===== config.mk =====
export PLATFORM = sky130hd
export DESIGN_NAME = lb_demo_regs
export DESIGN_NICKNAME = d
export VERILOG_FILES = /design/src/rtl/lb_demo_regs_pkg.sv /design/src/rtl/activity_stretch.sv /design/src/rtl/lb_demo_regs.sv
export SDC_FILE = /design/constraint.sdc
export NUM_CORES = 1
export LEC_CHECK = 0
export BUFFER_PORTS_ARGS = -buffer_cell sky130_fd_sc_hd__buf_2
export CAP_MARGIN = 40
export CORE_MARGIN = 1.5
export CORE_UTILIZATION = 55
export DETAILED_ROUTE_END_ITERATION = 7
export GPL_ROUTABILITY_DRIVEN = 0
export HOLD_SLACK_MARGIN = 0.02
export PLACE_DENSITY = 0.79
export SLEW_MARGIN = 20
export SYNTH_ARGS = -nofsm -noshare
export SYNTH_HDL_FRONTEND = slang
export SYNTH_SLANG_ARGS = --single-unit
export TNS_END_PERCENT = 10

===== constraint.sdc =====
create_clock -name clk -period 2.82 [get_ports clk]
set_input_delay 0.564 -clock clk [delete_from_list [all_inputs] [get_ports clk]]
set_output_delay 0.564 -clock clk [all_outputs]
set_load 0.01 [all_outputs]

===== src/rtl/lb_demo_regs_pkg.sv =====
// rtl/lb_demo_regs_pkg.sv - shared region codes, register offsets and ID words
package lb_demo_regs_pkg;

  localparam logic [3:0] REGION_CTRL  = 4'd0;
  localparam logic [3:0] REGION_RXMAC = 4'd2;

  localparam logic [3:0] OFF_ID0        = 4'h0;
  localparam logic [3:0] OFF_ID1        = 4'h1;
  localparam logic [3:0] OFF_ID2        = 4'h2;
  localparam logic [3:0] OFF_ID3        = 4'h3;
  localparam logic [3:0] OFF_STATUS     = 4'h4;
  localparam logic [3:0] OFF_SCRATCH_IN = 4'h5;
  localparam logic [3:0] OFF_BADGE_CNT  = 4'h6;
  localparam logic [3:0] OFF_LAST_BADGE = 4'h7;
  localparam logic [3:0] OFF_SCRATCH    = 4'h8;
  localparam logic [3:0] OFF_LEDS       = 4'h9;
  localparam logic [3:0] OFF_STOP       = 4'hA;

  // "Hello world!\r\n\r\n"
  localparam logic [31:0] ID_WORD0 = 32'h48656c6c;
  localparam logic [31:0] ID_WORD1 = 32'h6f20776f;
  localparam logic [31:0] ID_WORD2 = 32'h726c6421;
  localparam logic [31:0] ID_WORD3 = 32'h0d0a0d0a;

  typedef enum logic [1:0] {
    SRC_ZERO,
    SRC_CTRL,
    SRC_RXMAC
  } rd_src_t;

endpackage


===== src/rtl/activity_stretch.sv =====
// rtl/activity_stretch.sv - holds led high for 2^cw-1 cycles after the last trigger
module activity_stretch #(
  parameter int cw = 22
) (
  input  logic clk,
  input  logic rst,
  input  logic trigger,
  output logic led
);

  logic [cw-1:0] cnt;

  always_ff @(posedge clk) begin
    if (rst) begin
      cnt <= '0;
    end else if (trigger) begin
      cnt <= '1;
    end else if (cnt != '0) begin
      cnt <= cnt - cw'(1);
    end
  end

  assign led = (cnt != '0);

endmodule


===== src/rtl/lb_demo_regs.sv =====
// rtl/lb_demo_regs.sv - local-bus demo register slave with badge counters and Rx MAC read-back
module lb_demo_regs
  import lb_demo_regs_pkg::*;
#(
  parameter int act_cw = 22
) (
  input  logic        clk,
  input  logic        rst,
  input  logic [23:0] addr,
  input  logic        control_strobe,
  input  logic        control_rd,
  input  logic [31:0] data_out,
  output logic [31:0] data_in,
  input  logic        ibadge_stb,
  input  logic [7:0]  ibadge_data,
  input  logic        obadge_stb,
  input  logic [7:0]  obadge_data,
  input  logic        xdomain_fault,
  input  logic [31:0] scratch_in,
  input  logic        tx_mac_done,
  input  logic [15:0] rx_mac_data,
  input  logic [1:0]  rx_mac_buf_status,
  input  logic        rx_mac_hbank,
  output logic        led_user_mode,
  output logic        led1,
  output logic        led2,
  output logic        act_led,
  output logic        stop_sim
);

  logic        rd_stb, wr_stb;
  logic [3:0]  region, offset;
  logic [31:0] scratch;
  logic [15:0] ibadge_cnt, obadge_cnt, txdone_cnt;
  logic [7:0]  last_ibadge, last_obadge;
  rd_src_t     rd_src, src_p1;
  logic        rd_p1;
  logic [31:0] ctrl_word, ctrl_word_p1;
  logic [15:0] rx_data_p1;
  logic        unused_addr;

  assign rd_stb      = control_strobe & control_rd;
  assign wr_stb      = control_strobe & ~control_rd;
  assign region      = addr[23:20];
  assign offset      = addr[3:0];
  assign unused_addr = ^addr[19:4];

  always_comb begin
    rd_src = SRC_ZERO;
    if (region == REGION_CTRL) begin
      rd_src = SRC_CTRL;
    end else if (region == REGION_RXMAC) begin
      rd_src = SRC_RXMAC;
    end
  end

  // Snapshot taken at the strobe so coincident counter events read pre-increment
  always_comb begin
    ctrl_word = '0;
    case (offset)
      OFF_ID0:        ctrl_word = ID_WORD0;
      OFF_ID1:        ctrl_word = ID_WORD1;
      OFF_ID2:        ctrl_word = ID_WORD2;
      OFF_ID3:        ctrl_word = ID_WORD3;
      OFF_STATUS:     ctrl_word = {28'b0, rx_mac_hbank, rx_mac_buf_status, xdomain_fault};
      OFF_SCRATCH_IN: ctrl_word = scratch_in;
      OFF_BADGE_CNT:  ctrl_word = {ibadge_cnt, obadge_cnt};
      OFF_LAST_BADGE: ctrl_word = {last_ibadge, last_obadge, txdone_cnt};
      OFF_SCRATCH:    ctrl_word = scratch;
      OFF_LEDS:       ctrl_word = {29'b0, led_user_mode, led2, led1};
      default:        ctrl_word = '0;
    endcase
  end

  always_ff @(posedge clk) begin
    if (rst) begin
      rd_p1         <= 1'b0;
      src_p1        <= SRC_ZERO;
      ctrl_word_p1  <= '0;
      rx_data_p1    <= '0;
      data_in       <= '0;
      scratch       <= '0;
      led1          <= 1'b0;
      led2          <= 1'b0;
      led_user_mode <= 1'b0;
      stop_sim      <= 1'b0;
      ibadge_cnt    <= '0;
      obadge_cnt    <= '0;
      txdone_cnt    <= '0;
      last_ibadge   <= '0;
      last_obadge   <= '0;
    end else begin
      rd_p1 <= rd_stb;
      if (rd_stb) begin
        src_p1       <= rd_src;
        ctrl_word_p1 <= ctrl_word;
        rx_data_p1   <= rx_mac_data;
      end
      if (rd_p1) begin
        case (src_p1)
          SRC_CTRL:  data_in <= ctrl_word_p1;
          SRC_RXMAC: data_in <= {16'b0, rx_data_p1};
          default:   data_in <= '0;
        endcase
      end
      if (wr_stb && region == REGION_CTRL) begin
        case (offset)
          OFF_SCRATCH: scratch <= data_out;
          OFF_LEDS: begin
            led1          <= data_out[0];
            led2          <= data_out[1];
            led_user_mode <= data_out[2];
          end
          OFF_STOP: stop_sim <= 1'b1;
          default: ;
        endcase
      end
      if (ibadge_stb) begin
        ibadge_cnt  <= ibadge_cnt + 16'd1;
        last_ibadge <= ibadge_data;
      end
      if (obadge_stb) begin
        obadge_cnt  <= obadge_cnt + 16'd1;
        last_obadge <= obadge_data;
      end
      if (tx_mac_done) begin
        txdone_cnt <= txdone_cnt + 16'd1;
      end
    end
  end

  activity_stretch #(.cw(act_cw)) u_act (
    .clk     (clk),
    .rst     (rst),
    .trigger (ibadge_stb | obadge_stb),
    .led     (act_led)
  );

endmodule


==> metrics.txt <==
Rows=46; Hold Path Stages=3; Buffers on Ports=151; CTS clk-pin slew, worst paths=0.06 ns; Ys Warns=0; Cell Area, Placed=9920 sq um; status=finished clean; EDFF count, synth=0; Post-Syn Area=8900 sq um; Critical Path Fanout Max=3; # clock sinks=205; min cycle time layout=2.76 ns; HPWL Detailed=17,200 microns; Worst-Margin Slew=0.731 ns; CTS Buf Count=21; initial antenna violation count=3; Worst Hold Class=in2reg; slowest stage delay, CP=0.43 ns; Slew Limit Headroom=0.511; Crit. End Element=output pin; Area Growth Syn to Fin=20.3%; Peak VDD IR=599 uV; Final nets=1,325; leakage=4.08 nW; CTS Hold Buffers Added=0; Max Clock Skew=0.0109 ns; hold endpoint=scratch[30]; critical path's slowest cell=or4_4; Die W=130 microns; DRC=0; Placeable Area=15,800 sq um; via count=8,304; vias in the first global route=7,396; proportion of synthesized area in mux cells=0.0285; final-report hold violation count=0; asr flop ratio synth=0; RR Endpoint=u_act.cnt[17]; top-count cell post-synth=dfxtp_1; pin count of the biggest net entering global routing=69; Max-Cap Viols=0; CTS tree=yes; share of cells above drive strength 1=0.203; final setup fails=0; Post-Synth XOR/XNOR Area=0.0531; First-pass DRT Iterations=5; Vias per Instance=5.84; Ports=168; Starting Density=0.562; top-area cell type share of the netlist area=0.461; Fin Setup TNS=0 ns; Synth Register Bits=205; crit path kind=reg2out; top cells by count, synth=205 x dfxtp_1, 152 x nand2_1, 132 x nor2_1; RSZ-0062 raised after global routing=false; root buffer cell=clkbuf_16; period utilization=0.980; Clock Path Buffers=3; Clk Latency, worst-skew pair=0.49 ns; r2r setup slk=0.50 ns; total power=6.29 mW; startpoint types=flop; H-tree depth=1; Compound-Gate Fraction of Synth Area=0.194; Chip Height=130 microns; first-pass GRT wire length=38,400 microns; syn avg cell area=8.42 sq um; die area=17,000 sq um; WP data arrival=2.20 ns; pwr/cell area=587 nW/um^2; Simple-Gate Fraction of Synth Area=0.211; Global Route Usage Sum=0.286; Avg WL per Cell=17.3 microns; largest family of logic cells by synthesized area=simple AND/OR/NAND/NOR gates; Max Slew Vio Count=0; drt initial violations=1,029; worst-path cell chain=inv_2, ha_4, or3b_4, or4_4, or2_4, buf_6; top post-synthesis cells by area=dfxtp_1 46%, a21oi_1 6.4%, nand2_1 6.4%; RR Startpoint=u_act.cnt[1]; post-route cell area=10,700 sq um; Hold Startpoint=data_out[30]; Max Fclk=0.362 GHz; sequential cell area fraction in the yosys report=0.461; Cell variety after synth=54; Final ANT Viol Nets=0; Syn Nets=1,194; Main synth FF type=dfxtp_1; fillcell total=1,254; Crit path required time=2.26 ns; area share of fa/ha/maj cells after synthesis=0.00843; wirelength, routed=24,600 microns; GRT overflow=0; Gate Count Post-Synth=1,057; Register-to-Register Path Depth=8; cell taking the most area after synthesis=dfxtp_1
per-stage QoR:
step | hold WS [ns] | utilization | instances | setup WS (ns)
2_1_floorplan | 0.431 | - | 1057 | 0.258
3_3_place_gp | 0.441 | 0.627 | 1376 | 0.232
3_5_place_dp | 0.448 | 0.627 | 1376 | 0.170
4_1_cts | 0.305 | 0.675 | 1417 | 0.0175
5_1_grt | 0.309 | 0.676 | 1418 | 0.00999
6_report | 0.312 | 0.676 | 1422 | 0.0573
flip-flops by register name, indices dropped and copies added, names as in the netlist, 2 cells and up:
signal,cells
ctrl_word_p1,32
data_in,32
scratch,32
u_act.cnt,22
ibadge_cnt,16
obadge_cnt,16
rx_data_p1,16
txdone_cnt,16
last_ibadge,8
last_obadge,8
src_p1,2
worst max-delay path by stage:
| stage | depth (start not counted) | to | slack, ns | from |
|---|---|---|---|---|
| 2_1_floorplan | 7 | act_led | 0.26 | u_act.cnt[0] |
| 3_3_place_gp | 6 | act_led | 0.23 | u_act.cnt[0] |
| 3_5_place_dp | 6 | act_led | 0.17 | u_act.cnt[0] |
| 4_1_cts | 4 | act_led | 0.02 | u_act.cnt[17] |
| 5_1_grt | 6 | act_led | 0.01 | u_act.cnt[1] |
| 6_report | 6 | act_led | 0.06 | u_act.cnt[1] |
cell families (layout without fill, tap and decap cells):
logic type,Yosys count,count (layout)
fa+ha+maj,6,6
mux,25,25
simple gates,402,402
buf+inv,95,239
flops,205,205
other cells,0,5
compound gates,270,270
xor+xnor,54,54
routing by layer:
| metal | wire (microns) | global-route usage | up-vias | share of wire |
|---|---|---|---|---|
| li1 | - | - | 4016 | - |
| met3 | 2370 | 0.0500 | 68 | 0.096 |
| met2 | 10700 | 0.423 | 387 | 0.43 |
| met5 | 13 | 0 | - | 0.00053 |
| met1 | 10600 | 0.421 | 3831 | 0.43 |
| met4 | 873 | 0.0967 | 2 | 0.036 |
critical path: cells and delay by family (launching register included):
kind / cells / cell delay, ns
adder cells (fa/ha/maj): 1 / 0.13
flip-flops: 1 / 0.33
buffers and inverters: 2 / 0.20
AND/OR/NAND/NOR: 3 / 1.07
report_power, final:
part | internal, mW | leakage, nW | switching, mW
Clock | 1.71 | 0.350 | 1.09
Combinational | 0.195 | 2.07 | 0.276
Sequential | 2.96 | 1.67 | 0.0573
area by class of cell:
| type | instances | area, sq um | area share |
|---|---|---|---|
| clock buffer | 30 | 619 | 0.0578 |
| tap | 216 | 270 | 0.0252 |
| antenna | 5 | 12.5 | 0.00117 |
| inverter | 14 | 52.6 | 0.00491 |
| multi-input combinational | 757 | 4470 | 0.418 |
| sequential | 205 | 4110 | 0.384 |
| clock inverter | 6 | 83.8 | 0.00783 |
| timing repair buffer | 189 | 1090 | 0.102 |
placed cells by master, fill, tap and decap left out, types with 7 or more instances in the layout:
master / n
dfxtp_1: 203
nand2_1: 152
buf_2: 149
nor2_1: 132
a21oi_1: 114
a22oi_1: 59
buf_4: 35
o21ai_0: 31
xnor2_1: 28
xor2_1: 26
mux2i_1: 22
a222oi_1: 22
clkbuf_16: 21
nor3_1: 18
nand3_1: 13
o211ai_1: 13
a31oi_1: 12
inv_1: 11
and3_1: 11
nand4_1: 11
nor2b_1: 9
or3_1: 7
repair_timing:
item                                    in CTS  in global routing
endpoints found under the setup margin       1                  1
gates resized for setup                     10                  1
setup buffers                                5                  0
cloned                                       0                  0
pin swaps                                    2                  0
Power figures use the tool's default switching activity.
